### src/rtl/cpu_pkg.sv
// Shared RV32I pipeline definitions: reset/bubble constants, fetch FSM states and the
// PC/instruction packet used by the fetch stage.
package cpu_pkg;

  localparam logic [31:0] RESET_PC  = 32'h0000_0000;
  localparam logic [31:0] NOP_INSTR = 32'h0000_0013;  // addi x0,x0,0

  typedef enum logic [1:0] {
    FETCH = 2'd0,
    HOLD  = 2'd1,
    DRAIN = 2'd2
  } fetch_state_t;

  // Selects the next fetch address.
  typedef enum logic [2:0] {
    PC_KEEP     = 3'd0,
    PC_INC      = 3'd1,
    PC_SKID_INC = 3'd2,
    PC_TARGET   = 3'd3,
    PC_PEND     = 3'd4
  } pc_sel_t;

  typedef struct packed {
    logic [31:0] pc;
    logic [31:0] instr;
  } fetch_pkt_t;

endpackage

### src/rtl/pc_gen.sv
// Next fetch-address mux with a single shared +4 adder; also word-aligns redirect targets.
module pc_gen
  import cpu_pkg::*;
(
  input  pc_sel_t     sel_i,
  input  logic [31:0] req_pc_i,
  input  logic [31:0] skid_pc_i,
  input  logic [31:0] pend_pc_i,
  input  logic [31:0] redirect_pc_i,
  output logic [31:0] target_o,
  output logic [31:0] next_pc_o
);

  logic [31:0] inc_base;
  logic [31:0] inc_pc;

  always_comb begin
    target_o = {redirect_pc_i[31:2], 2'b00};
    inc_base = (sel_i == PC_SKID_INC) ? skid_pc_i : req_pc_i;
    inc_pc   = inc_base + 32'd4;  // wraps naturally at 2^32

    case (sel_i)
      PC_INC, PC_SKID_INC: next_pc_o = inc_pc;
      PC_TARGET:           next_pc_o = target_o;
      PC_PEND:             next_pc_o = pend_pc_i;
      default:             next_pc_o = req_pc_i;
    endcase
  end

endmodule

### src/rtl/if_fetch_stage.sv
// Instruction-fetch stage: owns the fetch PC, runs the req/ack handshake to instruction
// memory, parks fetched words in a skid buffer under stall, and registers IF/ID.
module if_fetch_stage
  import cpu_pkg::fetch_state_t;
  import cpu_pkg::fetch_pkt_t;
  import cpu_pkg::pc_sel_t;
  import cpu_pkg::FETCH;
  import cpu_pkg::HOLD;
  import cpu_pkg::DRAIN;
  import cpu_pkg::PC_KEEP;
  import cpu_pkg::PC_INC;
  import cpu_pkg::PC_SKID_INC;
  import cpu_pkg::PC_TARGET;
  import cpu_pkg::PC_PEND;
#(
  parameter logic [31:0] RESET_PC  = cpu_pkg::RESET_PC,
  parameter logic [31:0] NOP_INSTR = cpu_pkg::NOP_INSTR
) (
  input  logic        clk,
  input  logic        rst,
  output logic        im_req,
  output logic [31:0] im_addr,
  input  logic        im_ack,
  input  logic [31:0] im_rdata,
  input  logic        pipe_stall,
  input  logic        pc_redirect,
  input  logic [31:0] redirect_pc,
  output logic        im_stall,
  output logic [31:0] IF_PC_out,
  output logic [31:0] IF_Instraction_out,
  output logic        IF_valid
);

  fetch_state_t state_q, state_d;
  logic [31:0]  req_pc_q, req_pc_d;
  logic [31:0]  pend_pc_q, pend_pc_d;
  fetch_pkt_t   skid_q, skid_d;
  fetch_pkt_t   ifid_q, ifid_d;
  logic         valid_q, valid_d;
  pc_sel_t      pc_sel;
  logic [31:0]  target;

  pc_gen u_pc_gen (
    .sel_i         (pc_sel),
    .req_pc_i      (req_pc_q),
    .skid_pc_i     (skid_q.pc),
    .pend_pc_i     (pend_pc_q),
    .redirect_pc_i (redirect_pc),
    .target_o      (target),
    .next_pc_o     (req_pc_d)
  );

  always_comb begin
    state_d   = state_q;
    pend_pc_d = pend_pc_q;
    skid_d    = skid_q;
    ifid_d    = ifid_q;
    valid_d   = valid_q;
    pc_sel    = PC_KEEP;

    // A redirect always flushes IF/ID, regardless of stall or state.
    if (pc_redirect) begin
      ifid_d.instr = NOP_INSTR;
      valid_d      = 1'b0;
    end

    case (state_q)
      FETCH: begin
        if (pc_redirect) begin
          if (im_ack) begin
            pc_sel = PC_TARGET;
          end else begin
            // Address must stay stable until the outstanding ack, so park the target.
            pend_pc_d = target;
            state_d   = DRAIN;
          end
        end else if (im_ack) begin
          if (pipe_stall) begin
            skid_d.pc    = req_pc_q;
            skid_d.instr = im_rdata;
            state_d      = HOLD;
          end else begin
            ifid_d.pc    = req_pc_q;
            ifid_d.instr = im_rdata;
            valid_d      = 1'b1;
            pc_sel       = PC_INC;
          end
        end else if (!pipe_stall) begin
          ifid_d.instr = NOP_INSTR;
          valid_d      = 1'b0;
        end
      end
      HOLD: begin
        if (pc_redirect) begin
          pc_sel  = PC_TARGET;
          state_d = FETCH;
        end else if (!pipe_stall) begin
          ifid_d  = skid_q;
          valid_d = 1'b1;
          pc_sel  = PC_SKID_INC;
          state_d = FETCH;
        end
      end
      DRAIN: begin
        if (pc_redirect) begin
          pend_pc_d = target;
        end
        if (im_ack) begin
          pc_sel  = pc_redirect ? PC_TARGET : PC_PEND;
          state_d = FETCH;
        end
      end
      default: state_d = FETCH;
    endcase
  end

  always_ff @(posedge clk or posedge rst) begin
    if (rst) begin
      state_q   <= FETCH;
      req_pc_q  <= RESET_PC;
      pend_pc_q <= RESET_PC;
      skid_q    <= '0;
      ifid_q    <= '{pc: 32'h0, instr: NOP_INSTR};
      valid_q   <= 1'b0;
    end else begin
      state_q   <= state_d;
      req_pc_q  <= req_pc_d;
      pend_pc_q <= pend_pc_d;
      skid_q    <= skid_d;
      ifid_q    <= ifid_d;
      valid_q   <= valid_d;
    end
  end

  always_comb begin
    im_req             = ~rst & ((state_q == FETCH) | (state_q == DRAIN));
    im_addr            = req_pc_q;
    im_stall           = ((state_q == FETCH) & ~im_ack) | (state_q == DRAIN);
    IF_PC_out          = ifid_q.pc;
    IF_Instraction_out = ifid_q.instr;
    IF_valid           = valid_q;
  end

endmodule

### config.mk
export PLATFORM = sky130hd
export DESIGN_NAME = if_fetch_stage
export DESIGN_NICKNAME = d
export VERILOG_FILES = /design/src/rtl/cpu_pkg.sv /design/src/rtl/pc_gen.sv /design/src/rtl/if_fetch_stage.sv
export SDC_FILE = /design/constraint.sdc
export NUM_CORES = 1
export LEC_CHECK = 0
export CAP_MARGIN = 20
export CORE_UTILIZATION = 49
export DETAILED_ROUTE_END_ITERATION = 8
export GPL_TIMING_DRIVEN = 1
export HOLD_SLACK_MARGIN = 0.1
export PLACE_DENSITY_LB_ADDON = 0.1
export SETUP_SLACK_MARGIN = 0.4
export SLEW_MARGIN = 30
export SYNTH_ARGS = -nofsm -noshare
export SYNTH_HDL_FRONTEND = slang
export SYNTH_HIERARCHICAL = 1
export SYNTH_SLANG_ARGS = --single-unit
### constraint.sdc
create_clock -name clk -period 6.2 [get_ports clk]
set_input_delay 0.93 -clock clk [delete_from_list [all_inputs] [get_ports clk]]
set_output_delay 0.93 -clock clk [all_outputs]
set_load 0.01 [all_outputs]
==> flow_summary.yaml <==
run_status:
  status: "completed"
floorplanning:
  ios: 168
  start_util_pct: 50.6
  die_area_mm2: 0.0225
  die_w_um: 150
  die_y_um: 150
  fp.coreArea_mm2: 0.0212
  rows: 53
synth:
  ys_seq_area_share_pct: 45.5
  postSynthAreaPerCell_um2: 10.3
  ys.flop_type: "dfrtp_1"
  synth-edff-count: 0
  synthMuxAreaShare_pct: 12.4
  synth_top_area_share_pct: 44.7
  synth_area_mm2: 0.0107
  synth.top_cells.by_area: "dfrtp_1 (45%), mux2_2 (10%), nand2_1 (4.5%)"
  synth-xor-area-share_pct: 1.88
  synth-async-reset-ratio_pct: 100
  synth_cell_types: 71
  yosys_warnings: 6
  yosysTopAreaCell: "dfrtp_1"
  synth_top_family_by_area: "simple AND/OR/NAND/NOR gates"
  synth-seq-cells: 195
  synth_simple_gate_area_share_pct: 17.5
  synthCells: 1046
  synth_fa_ha_area_share_pct: 0.117
  synth_compound_area_share_pct: 16.2
clock_tree:
  ctsResizeCount: 0
  cts-root-buf: "clkbuf_16"
  clk_pin_slew_ns: 0.08
  cts_made_buffers: 17
  cts_tree: "built"
  post_cts_buffers: 0
  hold_buffers: 0
  worstSkewPairLatency_ns: 0.44
  cts_max_level: 4
  cts.sinks: 195
  cts_buffer_depth: 2
pwr:
  pwr-share-clk_pct: 25.2
  p_seq_share_pct: 45.1
  power_density_mw_per_mm2: 348
  peakVddDrop_uv: 220
  p_leak_nw: 5.04
  switching_power_mw: 1.56
  switching_share_pct: 34.7
  comb_power_share_pct: 29.7
  p_int_mw: 2.94
layout:
  final_common_cell: "dfrtp_1"
  diodes: 0
  final_cell_mix: "dfrtp_1 (192), clkdlybuf4s50_1 (164), nand2_1 (127)"
  final_nets: 1219
  post-route-util_pct: 60.9
  fillerInstances: 1865
  multi_input_area_mm2: 0.00518
  drive_gt1_share_pct: 17.7
  register_area_mm2: 0.00488
  synthToLayoutAreaGrowth_pct: 20.3
sta:
  max_freq_ghz: 0.230
  relSlewSlack_pct: 52.4
  rsz0062_at_grt: "false"
  fin_skew_ns: 0.0112
  finalMaxSlewViolations: 0
  worst_slew_pin_slew_ns: 0.694
  fin_crit_ns: 4.34
  timing.final.crit_share_pct: 70.0
  setup_tns_ns: 0
  setup_viol: 0
  finalHoldViolations: 0
placement:
  io_buffers: 165
  post-dp-hpwl_um: 18200
  place.gp.congestion: 0.910
global_routing:
  grt_usage_pct: 25.5
  globalRoute.busiestLayer: "met1"
  overflow: 0
  grt_pass1_wl_um: 44400
  first_global_vias: 7910
  met1_usage_pct: 40.5
  grt_max_degree: 173
  globalRouteMet2Util_pct: 35.2
  antenna_found_initial: 0
  met3_usage_pct: 3.81
detailed_routing:
  drtIter0Drc: 681
  avgViaCountPerCell: 6.03
  num_vias: 8664
  first_pass_iters: 5
  drt-total-wl_um: 27800
  drtAntennaViolNets: 0
  drc: 0
  wl_per_cell_um: 19.4
critical_path:
  reg2reg_depth: 13
  critPathMaxStageDelay_ns: 0.54
  crit_path_start_kind: "input port"
  cp.required_ns: 6.51
  critical_path_class: "input port to register"
  crit_path_cell_trace: "clkdlybuf4s50_1, buf_4, nor4b_4, buf_4, nand2b_1, nor3b_2, nand2_1, nand2_1, ha_1, nand3_1, nand2b_1, o32a_1, or4_1, nand3_1, a21oi_1"
  end_kind: "register"
  critPathMaxFanout: 36
  cp_slowest_cell: "or4_1"
  critPathArrivalTime_ns: 4.65
min_path:
  min_path_type: "register to register"
  hold_depth: 1
flow_run:
  maxCapViolations: 0
## sequential cells by signal, summed over array words and instances, names as in the netlist
signal	cells
pend_pc_q	32
skid_q	64
state_q	2
im_addr	32
IF_PC_out	32
IF_Instraction_out	32
IF_valid	1
## worst max-delay path, delay by kind of cell
kind / cells / cell delay (ns)
fa+ha+maj: 1 / 0.43
compound gates: 2 / 0.51
buf+inv: 3 / 1.04
simple gates: 9 / 1.70
## cells in the mapped netlist, types with 21 or more instances
library cell and number:
a21oi_1 59, buf_2 31, buf_4 34, dfrtp_1 192, mux2_2 95, mux2i_1 21
nand2_1 128, nand2b_1 36, nand3_1 40, nor2_1 36, o21ai_0 39, o221a_2 29
o22ai_1 31
## final cells by class
type                       count  area share (%)
multi-input combinational    738            40.1
sequential                   195            37.8
timing repair buffer         189            14.5
clock buffer                  17            3.29
tap                          275            2.66
clock inverter                15            1.38
inverter                       8           0.261
## routing by layer
layer,part of all wire [%],up-vias
li1,-,4019
met1,50,4312
met2,43,312
met3,6.0,21
met4,1.4,0
met5,0,-
## cells by family (layout without fill, tap and decap cells)
logic type	count (synthesis)	after routing
simple gates	348	348
compound gates	243	243
flops	195	195
mux	121	121
buf+inv	114	229
xor+xnor	23	23
fa+ha+maj	1	1
other cells	1	2
## through the flow
| step | power, mW | setup WS (ns) | cells | area (um2) | hold slack [ns] |
|---|---|---|---|---|---|
| after floorplan | 2.74 | 1.39 | 1047 | 10700 | 0.458 |
| after global placement | 3.34 | 1.52 | 1403 | 12300 | 0.470 |
| after detailed placement | 3.37 | 1.48 | 1403 | 12300 | 0.485 |
| after CTS | 4.51 | 1.93 | 1435 | 12900 | 0.504 |
| after global routing | 4.74 | 1.67 | 1437 | 12900 | 0.516 |
| final | 4.50 | 1.86 | 1437 | 12900 | 0.497 |
## final timing paths
path	startpoint	end	slack, ns
max	pipe_stall	im_addr[26]	1.86
min	skid_q[4]	skid_q[4]	0.50
max reg2reg	state_q[1]	im_addr[26]	2.42
min reg2reg	skid_q[4]	skid_q[4]	0.50
max in group asynchronous	rst	IF_PC_out[2]	4.03
min in group asynchronous	rst	IF_Instraction_out[13]	0.91
## power groups by stage
stage                     clock, mW  sequential (mW)  combinational (mW)
final                          1.14             2.03                1.34
after detailed placement          0             2.04                1.33
after floorplan                   0             1.97               0.770
after global placement            0             2.03                1.31
after global routing           1.21             2.08                1.45
after CTS                      1.16             2.02                1.34
Note: power is estimated with default switching activity, not from simulation.
